===== config.mk =====
export PLATFORM = sky130hd
export DESIGN_NAME = apb_master
export DESIGN_NICKNAME = d
export VERILOG_FILES = /design/src/rtl/apb_master.sv
export SDC_FILE = /design/constraint.sdc
export NUM_CORES = 1
export LEC_CHECK = 0
export BUFFER_PORTS_ARGS = -buffer_cell sky130_fd_sc_hd__clkbuf_2
export CAP_MARGIN = 10
export CORE_MARGIN = 4
export CORE_UTILIZATION = 40
export CTS_CLUSTER_SIZE = 16
export DETAILED_ROUTE_END_ITERATION = 12
export GPL_ROUTABILITY_DRIVEN = 1
export PLACE_DENSITY = 0.76
export REMOVE_ABC_BUFFERS = 1
export SLEW_MARGIN = 20
export SYNTH_ARGS = -nofsm -noshare
export SYNTH_HDL_FRONTEND = slang
export SYNTH_SLANG_ARGS = --single-unit

===== constraint.sdc =====
create_clock -name pclk -period 1.6 [get_ports pclk]
set_input_delay 0.08 -clock pclk [delete_from_list [all_inputs] [get_ports pclk]]
set_output_delay 0.08 -clock pclk [all_outputs]
set_load 0.01 [all_outputs]

===== src/rtl/apb_master.sv =====
// apb_master: APB3 requester turning valid/ready commands into SETUP/ACCESS bus transfers with a wait-state timeout
module apb_master #(
  parameter int DATA_WIDTH     = 32,
  parameter int ADDR_WIDTH     = 32,
  parameter int TIMEOUT_CYCLES = 16
) (
  input  logic                  pclk,
  input  logic                  presetn,
  input  logic                  req_valid,
  output logic                  req_ready,
  input  logic                  req_write,
  input  logic [ADDR_WIDTH-1:0] req_addr,
  input  logic [DATA_WIDTH-1:0] req_wdata,
  output logic                  rsp_valid,
  output logic [DATA_WIDTH-1:0] rsp_rdata,
  output logic                  rsp_err,
  output logic                  rsp_timeout,
  output logic                  psel,
  output logic                  penable,
  output logic                  pwrite,
  output logic [ADDR_WIDTH-1:0] paddr,
  output logic [DATA_WIDTH-1:0] pwdata,
  input  logic [DATA_WIDTH-1:0] prdata,
  input  logic                  pready,
  input  logic                  pslverr
);
  localparam int CW = TIMEOUT_CYCLES > 0 ? $clog2(TIMEOUT_CYCLES + 1) : 1;
  localparam logic [CW-1:0] TMAX = CW'(TIMEOUT_CYCLES > 0 ? TIMEOUT_CYCLES - 1 : 0);
  typedef enum logic [1:0] {IDLE, SETUP, ACCESS} state_t;
  state_t        state_q, state_d;
  logic [CW-1:0] cnt;
  logic          done, tmo;
  assign req_ready = state_q == IDLE;
  // next state plus completion/timeout decode for the current ACCESS edge
  always_comb begin
    state_d = state_q;
    done    = 1'b0;
    tmo     = 1'b0;
    case (state_q)
      IDLE:    state_d = req_valid ? SETUP : IDLE;
      SETUP:   state_d = ACCESS;
      ACCESS: begin
        done    = pready;
        tmo     = !pready && TIMEOUT_CYCLES > 0 && cnt == TMAX;
        state_d = (done || tmo) ? IDLE : ACCESS;
      end
      default: state_d = IDLE;
    endcase
  end
  // registered bus signals, wait counter and response; counter frozen when timeout is disabled so it never wraps
  always_ff @(posedge pclk) begin
    if (!presetn) begin
      state_q     <= IDLE;
      cnt         <= '0;
      psel        <= 1'b0;
      penable     <= 1'b0;
      pwrite      <= 1'b0;
      paddr       <= '0;
      pwdata      <= '0;
      rsp_valid   <= 1'b0;
      rsp_rdata   <= '0;
      rsp_err     <= 1'b0;
      rsp_timeout <= 1'b0;
    end else begin
      state_q   <= state_d;
      psel      <= state_d != IDLE;
      penable   <= state_d == ACCESS;
      cnt       <= state_q == SETUP ? '0 :
                   (state_q == ACCESS && !pready && TIMEOUT_CYCLES > 0) ? cnt + CW'(1) : cnt;
      rsp_valid <= done || tmo;
      if (state_q == IDLE && req_valid) begin
        pwrite <= req_write;
        paddr  <= req_addr;
        pwdata <= req_wdata;
      end
      if (done || tmo) begin
        rsp_rdata   <= (tmo || pwrite) ? '0 : prdata;
        rsp_err     <= tmo || pslverr;
        rsp_timeout <= tmo;
      end
    end
  end
endmodule


Word-level counts from Yosys, hierarchy flattened
Index checks and enable logic that the tools add are counted.

Add/sub/neg operators: 1. Eq/ne operators: 4. Multiplexer cells: 6. Bitwise operators: 1. Reduce and logical (&&, ||, !) cells: 11.

Operator list (number): $mux 32 (1); $pmux 2 s3 (1); $add 5x1->5 const B (1); $eq 5x4->1 const B (1); $eq 2x2->1 const B (2); $logic_or 1x1->1 (4); $logic_and 1x1->1 (3); $mux 1 (3); $eq 2x1->1 const B (1); $logic_not 2->1 (1); $mux 2 (1); $reduce_bool 2->1 (1); $reduce_or 2->1 (1); $logic_not 1->1 (1); $not 1->1 (1).

Flip-flop bits (word level): 109. Input bits: 102. Output and inout port bits: 103. Word-level logic and storage cells: 34.

Depth between registers and ports, before layout
Depth after elaboration: 6. Gate-level depth with buffers: 7. Gate-level depth less buffers: 6.

Worst setup path before layout
Ideal clock, no wire load.

Path kind: reg2reg. Start point: register cnt[0]. End point: register rsp_rdata[0]. Setup time: 0.059 ns. Data arrival time: 1.657 ns. Data required time: 1.541 ns. Path slack: -0.115 ns. Stages on the path, launching flop included: 8. Path buffers: 1. Clock period less this slack: 1.715 ns. Cell sequence: dfxtp_1 > ha_1 > and3_1 > ha_1 > or2_1 > a21oi_2 > buf_4 > a22o_1.

Longest elaborated chain between the ends: 5. Elaborated cells on any way between the ends: 6. Classes of those cells: eq/ne: 1; mux: 2; reduce/logical: 3.

RTL lines: start: declaration (line 31) `logic [CW-1:0] cnt;`; start signal: assignment (line 68) `cnt <= state_q == SETUP ? '0 :`; $eq 5x4->1 * (line 44) `tmo = !pready && TIMEOUT_CYCLES > 0 && cnt == TMAX;`; $logic_and 1x1->1 * (line 44); $mux 1 * (line 39) `case (state_q)`; $logic_or 1x1->1 (line 77) `rsp_rdata <= (tmo || pwrite) ? '0 : prdata;`; $mux 32 (line 77); end signal: assignment (line 77); end: declaration (line 15) `output logic [DATA_WIDTH-1:0] rsp_rdata,`.

Mark *: on every way between the ends. The rest lies on a longest branch, timed or not. A chain may end at the register's enable or synchronous reset.

Final worst setup path
Start point: register cnt[0]. End point: register rsp_rdata[2].

The elaborated chain is that of the path after synthesis.

==> qor.yml <==
status:
  status: "finished with violations"
  violations: "negative setup slack"
global_route:
  grt_pass1_wl_mm: 21.0
  antenna_found_initial: 0
  grt_max_degree: 54
  first_global_vias: 4442
  overflow: 0
  grtUsageTotal_pct: 23.1
finish:
  drive_gt1_share_pct: 34.9
  nets: 832
  fin_cells: 862
  mostFrequentLayoutCells: "204 x clkbuf_2, 133 x nand2_1, 107 x dfxtp_1"
  area_growth_pct: 67.3
  antenna_cells: 0
  stdcell_area_mm2: 0.00635
  mostFrequentLayoutCell: "clkbuf_2"
  fillerInstances: 693
setup_path:
  endpoint: "rsp_rdata[2]$_SDFFE_PN0P_"
  r2r_cells: 8
  crit_path_start_kind: "flop"
  worstPathArrival_ps: 1990
  worstSetupStartpoint: "cnt[0]$_SDFFE_PP0P_"
  cp.required_ps: 1900
  r2r-start: "cnt[0]$_SDFFE_PP0P_"
  crit_type: "reg2reg"
  r2r_slack_ps: -90
  endpoint_kind: "flop"
  worstPathMaxFanout: 8
  reg2reg_to: "rsp_rdata[2]$_SDFFE_PN0P_"
power:
  comb_power_share_pct: 17.4
  switchingPower_mw: 1.45
  power_density_mw_per_mm2: 872
  leakagePower_nw: 2.95
  power.internal_mw: 4.08
  seqPwrFrac_pct: 52.6
  power_switching_share_pct: 26.2
  clockPowerShare_pct: 30.0
  finalPower_mw: 5.53
  vdd_drop_max_mv: 0.601
clock_network:
  clk_pin_slew_ps: 110
  cts_buffers: 9
  cts_tree: "built"
  clock_latency_ps: 360
  root_buffer: "clkbuf_8"
  clk_path_buf_depth: 2
  cts_num_sinks: 109
  ctsHtreeMaxLevel: 3
sta:
  fmax_mhz: 592
  rsz0062_at_grt: "true"
  setup_ws_ps: -89.6
  skew_ps: 14.0
  min_period_over_period_pct: 106
  worst_slew_pin_slew_ps: 350
  finalHoldViolations: 0
  whs_ps: 171
  fin_crit_ps: 1690
  finalMaxSlewViolations: 0
  relSlewSlack_pct: 76.7
  setup_violations: 32
route:
  vias: 4230
  routedWlPerCell_um: 15.0
  drc_errors: 0
  ant_nets: 0
  drt_iter0_markers: 224
  detail_route.first_pass.iterations: 5
  via_per_inst: 4.91
  wirelength_mm: 12.9
yosys:
  ys_seq_elements: 109
  synth_area_mm2: 0.00379
  syn_avg_cell_area_um2: 9.03
  async_reset_ff_share_pct: 0
  ys_seq_area_share_pct: 57.5
  ys.flop_type: "dfxtp_1"
  synth_cell_types: 31
  synth_cells: 420
  synth_edf_count: 0
  ys.warnings.count: 0
floorplan:
  coreArea_mm2: 0.00924
  die-area_mm2: 0.0111
  die-height_um: 105
  die_w_um: 105
  initial_core_util_pct: 41.0
  num_rows: 35
  pin_count: 205
min_path:
  min_path_type: "in2reg"
  hold_depth: 4
job:
  maxCapViolations: 0
placed_design:
  dp_cells: 740
  place_congestion: 0.775
  dpl.hpwl_mm: 7.70
  placed_area_mm2: 0.00499
  io_buffer_count: 204
  place_worst_setup_slack_ps: -163
through the flow:
stage / utilization (%) / TNS, ps
global route: 68.7 / -3460
global placement: 54.1 / -2740
CTS: 68.6 / -1410
detailed placement: 54.1 / -4510
floorplan: - / -196090
finish: 68.7 / -2190
kinds of logic (layout without fill, tap and decap cells):
| group | count (synthesis) | count (layout) | synth area share, % |
|---|---|---|---|
| simple gates | 161 | 161 | 18.2 |
| buf+inv | 34 | 347 | 4.88 |
| fa+ha+maj | 2 | 2 | 0.660 |
| flops | 109 | 109 | 57.5 |
| compound gates | 114 | 114 | 18.7 |
power groups by stage:
stage,logic (mW),registers (mW),clock network [mW]
after floorplan,0.258,3.03,0
after global placement,0.683,2.96,0
after detailed placement,0.704,2.97,0
after CTS,0.945,2.91,1.72
after global routing,1.05,2.93,1.81
final,0.961,2.91,1.66
flip-flops by register name, summed over array words and instances, names as in the netlist:
register,cells
state_q,2
penable,1
rsp_rdata,32
rsp_valid,1
cnt,5
pwdata,32
rsp_err,1
rsp_timeout,1
pwrite,1
paddr,32
psel,1
cell usage after synthesis, drive strengths merged, types with 3 or more instances:
cell	count	share of area [%]
a22o	32	7.4
nand3b	5	0.99
clkbuf	13	1.3
nor2	5	0.49
nand2b	3	0.49
dfxtp	109	58
nand2	133	13
a21oi	73	9.7
a31oi	5	0.82
buf	19	3.4
layout make-up:
type                    instances  area, um2  area share (%)
repair buffers                329       2320            36.6
flip-flops and latches        109       2180            34.4
multi-input cells             277       1470            23.2
well taps                     129        161            2.54
clock buffers                  10        128            2.01
clock inverters                 6       70.1            1.10
inverters                       2       7.51           0.118
worst max-delay path: stages (launching register included):
cell     delay (ps)
dfxtp_2         350
ha_4            160
and3_4          150
ha_4            150
or2_4           240
a21oi_4         170
buf_6           150
buf_16          120
a22o_1          150
layer usage:
metal  share of wire (%)  global-route usage [%]  vias to the layer above
li1                    -                       -                     2033
met1                  37                    24.8                     1952
met2                  53                    42.9                      197
met3                 5.3                    3.55                       48
met4                 4.6                    12.7                        0
met5                   0                       0                        -
how the worst min path moves through the flow:
stage / startpoint / endpoint / slack (ps)
2_1_floorplan: presetn / rsp_timeout$_SDFFE_PN0P_ / 190
3_3_place_gp: prdata[11] / rsp_rdata[11]$_SDFFE_PN0P_ / 290
3_5_place_dp: prdata[17] / rsp_rdata[17]$_SDFFE_PN0P_ / 290
4_1_cts: pready / penable$_SDFF_PN0_ / 140
5_1_grt: pready / cnt[1]$_SDFFE_PP0P_ / 230
6_report: pready / state_q[1]$_SDFF_PN0_ / 170
repair_timing:
action	in CTS	in global routing
endpoints found under the hold margin	100	0
gates resized for setup	14	0
setup buffers	3	1
gates cloned	3	0
pin swaps	30	8
setup endpoints to repair	33	32
hold buffers	99	0
Note: power is estimated with default switching activity, not from simulation.
